File: config.mk
export PLATFORM = sky130hd
export DESIGN_NAME = conv2_seq
export DESIGN_NICKNAME = d
export VERILOG_FILES = /design/src/rtl/conv2_seq_pkg.sv /design/src/rtl/conv2_addr_gen.sv /design/src/rtl/conv2_seq.sv
export SDC_FILE = /design/constraint.sdc
export NUM_CORES = 1
export LEC_CHECK = 0
export BUFFER_PORTS_ARGS = -buffer_cell sky130_fd_sc_hd__buf_2
export CAP_MARGIN = 0
export CORE_MARGIN = 1
export CORE_UTILIZATION = 50
export DETAILED_ROUTE_END_ITERATION = 16
export PLACE_DENSITY_LB_ADDON = 0.3
export SYNTH_ARGS = -nofsm -noshare
export SYNTH_HDL_FRONTEND = slang
export SYNTH_SLANG_ARGS = --single-unit
File: constraint.sdc
create_clock -name clk -period 2.7 [get_ports clk]
set_input_delay 0.27 -clock clk [delete_from_list [all_inputs] [get_ports clk]]
set_output_delay 0.27 -clock clk [all_outputs]
set_load 0.03 [all_outputs]
File: src/rtl/conv2_seq_pkg.sv
// Shared definitions for the conv2 sequencer.
//   Layer geometry (rows, channels, filters, kernel rows).
//   Address widths for the feature buffer and the weight ROM.
//   Widths of the loop counters.
//   FSM state encoding.
//   The per-step decode record produced by the address generator.
package conv2_seq_pkg;

  localparam int IN_ROWS = 28;  // rows per input map == output rows
  localparam int N_CH    = 2;   // input channels
  localparam int N_FILT  = 4;   // filters
  localparam int K       = 3;   // kernel rows, one ROM row per step
  localparam int FA_W    = 6;   // feature-buffer address width
  localparam int WA_W    = 5;   // weight-ROM address width

  localparam int ROW_W = $clog2(IN_ROWS);
  localparam int F_W   = $clog2(N_FILT);
  localparam int CH_W  = $clog2(N_CH);
  localparam int KR_W  = $clog2(K);

  typedef enum logic [1:0] {
    S_IDLE,
    S_RUN,
    S_DRAIN,
    S_DONE
  } state_t;

  // Everything the issue stage needs to know about one (row, f, ch, kr) step.
  typedef struct packed {
    logic [FA_W-1:0] fa;     // feature-buffer row address (0 on pad taps)
    logic [WA_W-1:0] wa;     // weight-ROM row address
    logic            pad;    // input row falls outside the map
    logic            clear;  // first step of a filter
    logic            last;   // last step of a filter
  } step_info_t;

endpackage

File: src/rtl/conv2_addr_gen.sv
// Combinational step decoder for the conv2 sequencer.
//   i_row, i_f, i_ch, i_kr : current loop counters
//   o_info                 : buffer and ROM addresses, plus pad/clear/last flags
module conv2_addr_gen
  import conv2_seq_pkg::*;
(
  input  logic [ROW_W-1:0] i_row,
  input  logic [F_W-1:0]   i_f,
  input  logic [CH_W-1:0]  i_ch,
  input  logic [KR_W-1:0]  i_kr,
  output step_info_t       o_info
);

  // The input row is row+kr-1. Here it is held as row+kr, which is one too
  // high, so the top-pad case is 0 and the value never has to be signed.
  logic [FA_W-1:0] w_row_plus_kr;
  logic            w_pad;

  assign w_row_plus_kr = FA_W'(i_row) + FA_W'(i_kr);
  assign w_pad         = (w_row_plus_kr == '0) || (w_row_plus_kr > FA_W'(IN_ROWS));

  assign o_info.pad   = w_pad;
  assign o_info.fa    = w_pad ? '0
                              : FA_W'(i_ch) * FA_W'(IN_ROWS) + w_row_plus_kr - FA_W'(1);
  assign o_info.wa    = (WA_W'(i_f) * WA_W'(N_CH) + WA_W'(i_ch)) * WA_W'(K) + WA_W'(i_kr);
  assign o_info.clear = (i_ch == '0) && (i_kr == '0);
  assign o_info.last  = (i_ch == CH_W'(N_CH - 1)) && (i_kr == KR_W'(K - 1));

endmodule

File: src/rtl/conv2_seq.sv
// Sequencer for the second convolution layer. One MAC step is issued per RUN
// cycle, walking kr (innermost), then ch, then f, then row.
//   clk, rst (async, active-low)
//   start / busy / done        : handshake with the top-level FSM
//   dst_full                   : pooling stage back-pressure, honoured only between filters
//   fbuf_rd_en/addr, w_rd_addr : issue-stage reads (1-cycle synchronous memories)
//   mac_en/clear/last/pad, b_sel, out_row : strobes registered one cycle after
//                                           issue, so they line up with read data
module conv2_seq
  import conv2_seq_pkg::*;
(
  input  logic             clk,
  input  logic             rst,
  input  logic             start,
  input  logic             dst_full,
  output logic             busy,
  output logic             done,
  output logic             fbuf_rd_en,
  output logic [FA_W-1:0]  fbuf_rd_addr,
  output logic [WA_W-1:0]  w_rd_addr,
  output logic [F_W-1:0]   b_sel,
  output logic             mac_en,
  output logic             mac_clear,
  output logic             mac_last,
  output logic             mac_pad,
  output logic [ROW_W-1:0] out_row
);

  state_t           r_state;
  logic [ROW_W-1:0] r_row;
  logic [F_W-1:0]   r_f;
  logic [CH_W-1:0]  r_ch;
  logic [KR_W-1:0]  r_kr;
  logic             r_busy;
  logic             r_done;

  logic             r_mac_en;
  logic             r_mac_clear;
  logic             r_mac_last;
  logic             r_mac_pad;
  logic [F_W-1:0]   r_b_sel;
  logic [ROW_W-1:0] r_out_row;

  step_info_t w_info;
  logic       w_boundary;
  logic       w_issue;
  logic       w_final;

  conv2_addr_gen u_addr_gen (
    .i_row  (r_row),
    .i_f    (r_f),
    .i_ch   (r_ch),
    .i_kr   (r_kr),
    .o_info (w_info)
  );

  // Back-pressure is honoured only at a filter boundary. A filter that has
  // started always runs to mac_last, so an accumulation is never split.
  assign w_boundary = (r_ch == '0) && (r_kr == '0);
  assign w_issue    = (r_state == S_RUN) && !(w_boundary && dst_full);
  assign w_final    = (r_row == ROW_W'(IN_ROWS - 1)) && (r_f == F_W'(N_FILT - 1)) &&
                      (r_ch == CH_W'(N_CH - 1)) && (r_kr == KR_W'(K - 1));

  // Addresses are forced to 0 when nothing is issued, so the memory ports
  // stay quiet in IDLE and while stalled.
  assign fbuf_rd_en   = w_issue && !w_info.pad;
  assign fbuf_rd_addr = w_issue ? w_info.fa : '0;
  assign w_rd_addr    = w_issue ? w_info.wa : '0;

  // NOTE: state is updated with non-blocking assignments only. Every branch
  // then reads the values from before the clock edge, whatever the order of
  // the statements.
  always_ff @(posedge clk or negedge rst) begin
    if (!rst) begin
      r_state <= S_IDLE;
      r_row   <= '0;
      r_f     <= '0;
      r_ch    <= '0;
      r_kr    <= '0;
      r_busy  <= 1'b0;
      r_done  <= 1'b0;
    end else begin
      case (r_state)
        S_IDLE: begin
          if (start) begin
            r_state <= S_RUN;
            r_busy  <= 1'b1;
          end
        end
        S_RUN: begin
          if (w_issue) begin
            if (w_final) begin
              r_state <= S_DRAIN;
              r_row   <= '0;
              r_f     <= '0;
              r_ch    <= '0;
              r_kr    <= '0;
            end else if (r_kr != KR_W'(K - 1)) begin
              r_kr <= r_kr + KR_W'(1);
            end else begin
              r_kr <= '0;
              if (r_ch != CH_W'(N_CH - 1)) begin
                r_ch <= r_ch + CH_W'(1);
              end else begin
                r_ch <= '0;
                if (r_f != F_W'(N_FILT - 1)) begin
                  r_f <= r_f + F_W'(1);
                end else begin
                  r_f   <= '0;
                  r_row <= r_row + ROW_W'(1);
                end
              end
            end
          end
        end
        S_DRAIN: begin
          r_state <= S_DONE;
          r_done  <= 1'b1;
        end
        S_DONE: begin
          r_state <= S_IDLE;
          r_done  <= 1'b0;
          r_busy  <= 1'b0;
          r_row   <= '0;
          r_f     <= '0;
          r_ch    <= '0;
          r_kr    <= '0;
        end
        default: r_state <= S_IDLE;
      endcase
    end
  end

  // This stage delays the strobes by one cycle, to match the memory read latency.
  always_ff @(posedge clk or negedge rst) begin
    if (!rst) begin
      r_mac_en    <= 1'b0;
      r_mac_clear <= 1'b0;
      r_mac_last  <= 1'b0;
      r_mac_pad   <= 1'b0;
      r_b_sel     <= '0;
      r_out_row   <= '0;
    end else begin
      r_mac_en    <= w_issue;
      r_mac_clear <= w_issue && w_info.clear;
      r_mac_last  <= w_issue && w_info.last;
      r_mac_pad   <= w_issue && w_info.pad;
      r_b_sel     <= w_issue ? r_f : '0;
      r_out_row   <= w_issue ? r_row : '0;
    end
  end

  assign busy      = r_busy;
  assign done      = r_done;
  assign mac_en    = r_mac_en;
  assign mac_clear = r_mac_clear;
  assign mac_last  = r_mac_last;
  assign mac_pad   = r_mac_pad;
  assign b_sel     = r_b_sel;
  assign out_row   = r_out_row;

endmodule

## Word level (Yosys, flattened, before mapping)

Index checks and enable logic that the tools add are counted.

- Input port bits: 4
- Logic and storage cells: 99
- Bits in registers: 25
- Output and inout port bits: 25

- Eq/ne operators: 14
- Multiplexer cells: 33
- Bitwise gates (word level): 1
- Multipliers: 2
- Reductions and logical operators: 26
- $add $sub $neg: 9
- $lt $le $gt $ge: 1

Operators with widths:

| cell | count |
|---|---|
| 5-bit 2-to-1 mux | 7 |
| 2-bit 2-to-1 mux | 12 |
| 6-bit 2-to-1 mux | 2 |
| 1-bit logical AND | 11 |
| 2-bit inequality test, second input constant | 5 |
| 5-bit one-hot mux with 2 select lines | 1 |
| 3-bit inequality test, second input constant | 3 |
| 2-bit == test, second input constant | 4 |
| 2-bit one-hot mux with 2 select lines | 2 |
| 2-bit one-hot mux with 4 select lines | 1 |
| 5-bit by 2-bit adder with 6-bit output | 1 |
| 6-bit adder | 1 |
| 6-bit by 5-bit > comparator with 1-bit output, second input constant | 1 |
| 6-bit zero test | 1 |
| 1-bit one-hot mux with 2 select lines | 3 |
| 3-bit AND reduction | 2 |
| 2-bit nonzero test | 3 |
| 6-bit by 1-bit subtractor with 6-bit output, second input constant | 1 |
| 5-bit by 1-bit adder with 5-bit output, second input constant | 1 |
| 5-bit by 2-bit adder with 5-bit output | 1 |
| 5-bit == test, second input constant | 1 |
| 5-bit by 2-bit multiplier with 5-bit output, second input constant | 1 |
| 1-bit 2-to-1 mux | 5 |
| 5-bit AND reduction | 1 |
| 11 further kinds | 15 |

## Depth between registers and ports, before layout

- Depth after elaboration: 7
- Gate-level depth with buffers: 10
- Gate-level depth less buffers: 10

## Modules after synthesis

From an unflattened synthesis, not the netlist that was laid out.

- Cell total of the unflattened synthesis: 198
- Area, all modules: 1876.8 um^2

Modules (own cells, without submodules):

| module | area each (um^2) | times used | cells an instance | seq. area each (um^2) |
|---|---|---|---|---|
| conv2_seq | 1243.7 | 1 | 123 | 625.6 |
| conv2_addr_gen | 633.1 | 1 | 75 | 0.0 |

## Worst setup path after synthesis

No wires, ideal clock.

- Path type: register -> output
- Start: reg r_kr[0]
- End: out fbuf_rd_addr[5]
- Arrival time: 3.064 ns
- Setup slack: -0.634 ns
- Buffers on the path: 0
- Required time: 2.430 ns
- Stages on the path, launching flop included: 11
- Cell sequence: dfrtp_1 > ha_1 > fa_1 > xor2_2 > nand2b_1 > nand2_1 > fa_1 > a21o_1 > a21oi_1 > xor2_1 > nor3_1

- Word-level cells in the longest chain between the ends: 6
- Elaborated cells between the ends (all ways): 13
- Those cells by class: add/sub (3); order compare (1); mux (2); reduce/logical (7)

Ends and longest elaborated chain:

| what | line | source |
|---|---|---|
| start, declared | conv2_seq.sv:33 | `logic [KR_W-1:0] r_kr;` |
| start signal, assigned | conv2_seq.sv:99 | `r_kr <= r_kr + KR_W'(1);` |
| parallel branches: the longest is 5 deep, another holds 5-bit by 2-bit adder with 6-bit output | -- |  |
| 6-bit 2-to-1 mux * | conv2_seq.sv:67 | `assign fbuf_rd_addr = w_issue ? w_info.fa : '0;` |
| end, declared | conv2_seq.sv:19 | `output logic [FA_W-1:0] fbuf_rd_addr,` |

Mark *: on every way between the ends.

## Final worst setup path

- Start: reg r_kr[0]
- End: out fbuf_rd_addr[3]

The elaborated chain is that of the path after synthesis.

==> flow_summary.ini <==
[sta]
skew_ps = 11.8
holdWs_ps = 218
slew_headroom = 0.621
report.final.slew_viol_count = 0
rsz0062_at_grt = true
hold_viol = 0
setup_viol_count_final = 9
period_share = 1.17
clock.fmax_ghz = 0.317
worst_slack_ps = -457
setup-tns-final_ps = -2780
fin_crit_ps = 3160
worst_slew_pin_slew_ps = 569

[setup_path]
r2r-start = r_kr[0]
critPathRequiredTime_ps = 2430
critPathKind = flop to primary output
startpoint = r_kr[0]
crit_path_end = fbuf_rd_addr[3]
r2r_setup_slack_ps = 280
endpoint_kind = primary output
cp_max_fo = 8
ff2ff_path_depth = 9
crit_arrival_ps = 2890
worst_setup_path_start_kind = flop
worst_r2r_endpoint = mac_pad

[global_route]
grt_overflow_total = 0
grt.total_usage = 0.256
grt_pass1_wl_um = 6780
first_global_vias = 1372
antenna_found_initial = 0
grt_max_degree = 26

[power]
p_switching_w = 0.00119
power.leakage_nw = 1.20
ir_drop_mv = 0.587
power_frac_seq = 0.218
p_clk_frac = 0.071
power_w = 0.00244
powerDensity_nw_per_um2 = 1040
comb_power_share = 0.711
swShare = 0.488
internal_power_w = 0.00125

[synthesis]
yosys.area.top_type = dfrtp_1
synth_warnings = 0
seq_area_frac_synth = 0.357
synth_area_um2 = 1750
netlist.area_leader.share = 0.357
async_flop_share = 1.00
synth_edf_count = 0
synth.avg_cell_area_um2 = 9.97
synth_cells = 176
syn-num-nets = 202
netlist_top_cells_area = dfrtp_1 36%, ha_1 13%, fa_1 4.6%, and2_1 3.2%, inv_1 3.0%
ys_ff_latch = 25
yosys_most_used_dff = dfrtp_1
synth_cell_types = 45

[clocking]
ctsLongestPathBuffers = 2
htreeDepth = 1
cts_tree = yes
cts-root-buf = clkbuf_4
numClockSinks = 25
insertion_delay_ps = 330
cts_buffers = 3
cts.reportedPaths.clkPinSlew_ps = 140

[die]
start_util = 0.526
rows = 21
ios = 29
core_um2 = 3340
die_w_um = 61.2
die_h_um = 61.2
die_area_um2 = 3750

[drt]
vias_per_cell = 5.62
first_pass_iters = 4
wl_um = 4410
wl_per_cell_um = 16.4
drc = 0
drt_iter0_drc = 51
ant_nets = 0
vias = 1511

[cells_and_area]
utilization = 0.703
drive_above_1_share = 0.381
final_cell_mix = 24 x dfrtp_1, 24 x buf_4, 19 x buf_2
num-nets-final = 250
area_growth_syn_to_layout_pct = 33.8
n_antenna_cell = 0
finalNonFillerCells = 269

[min_path]
min_path_cells = 4
worstHoldPathType = input pin to flop

[run]
drv_cap = 0

[placement]
portBuffers = 28
hpwl_um = 2860
placed_cells = 259
gp_congestion = 0.844

[outcome]
outcome = complete, but fails checks
violations = setup timing
[kinds of logic (layout without fill, tap and decap cells)]
group	count (synthesis)	in the layout	share of synthesized area
simple gates	64	64	0.203
compound gates	30	30	0.138
flops	25	25	0.357
fa+ha+maj	22	22	0.174
buf+inv	22	69	0.0535
xor+xnor	8	8	0.0442
mux	5	5	0.0314
[how the worst min path moves through the flow]
stage | startpoint | endpoint | slack (ps)
global route | start | busy | 240
CTS | start | busy | 210
floorplan | rst | b_sel[0] | -30
finish | start | busy | 220
global placement | rst | b_sel[1] | 290
detailed placement | rst | b_sel[1] | 290
[metrics by stage]
stage	worst slack (ps)	area [um^2]
6_report	-457	2350
5_1_grt	-559	2350
3_5_place_dp	-267	2130
2_1_floorplan	-144	1850
3_3_place_gp	-180	2130
4_1_cts	-453	2300
[power groups by stage]
| stage | combinational [W] | clock (W) | sequential, W |
|---|---|---|---|
| after CTS | 0.00162 | 0.000177 | 0.000532 |
| after floorplan | 0.000977 | 0 | 0.000623 |
| final | 0.00173 | 0.000174 | 0.000533 |
| after global routing | 0.00189 | 0.000193 | 0.000547 |
| after global placement | 0.00138 | 0 | 0.000534 |
| after detailed placement | 0.00144 | 0 | 0.000538 |
[what timing repair did]
item,4_1_cts,5_1_grt
buffers inserted,2,4
hold buffers,1,0
gates resized for setup,26,4
hold endpoints to repair,25,0
endpoints found under the setup margin,9,9
pin swaps,12,9
cloned,0,0
[routing by layer]
layer  share of wire  GRT usage
met5               0          0
met4           0.033      0.140
met3           0.057     0.0357
met2            0.50      0.416
met1            0.41      0.331
[sequential cells by signal (all words and copies together), names as in the netlist, 2 cells and up]
register	flops
r_kr	2
b_sel	2
out_row	5
r_row	5
r_state	2
r_f	2
[worst max-delay path, stage by stage, from the launching register on]
cell and delay, ps:
dfrtp_2 450, ha_4 170, fa_2 540, inv_2 60, buf_6 110, ha_4 160
nor4b_4 130, a41oi_2 270, mux2i_4 210, nor3_2 260, buf_4 200
[cell usage after synthesis, types with 3 or more instances]
| master | instances |
|---|---|
| and3_1 | 3 |
| nand2_1 | 8 |
| dfrtp_1 | 25 |
| buf_2 | 3 |
| inv_1 | 14 |
| a21o_1 | 5 |
| nor3_1 | 7 |
| nand2b_1 | 6 |
| and2_1 | 9 |
| ha_1 | 18 |
| clkbuf_1 | 3 |
| nor2b_1 | 5 |
| nor2_1 | 9 |
| mux2i_1 | 3 |
| xnor2_1 | 4 |
| xor2_1 | 3 |
| a21oi_1 | 8 |
| nand3_1 | 8 |
| fa_1 | 4 |
| o21ai_0 | 3 |
[final cells by class]
class                   instances  area [um^2]
inverters                      15         56.3
fillers                       240          990
flip-flops and latches         25          627
well taps                      46         57.6
multi-input cells             129         1230
clock buffers                   4         26.3
repair buffers                 50          353
Power figures use the tool's default switching activity.
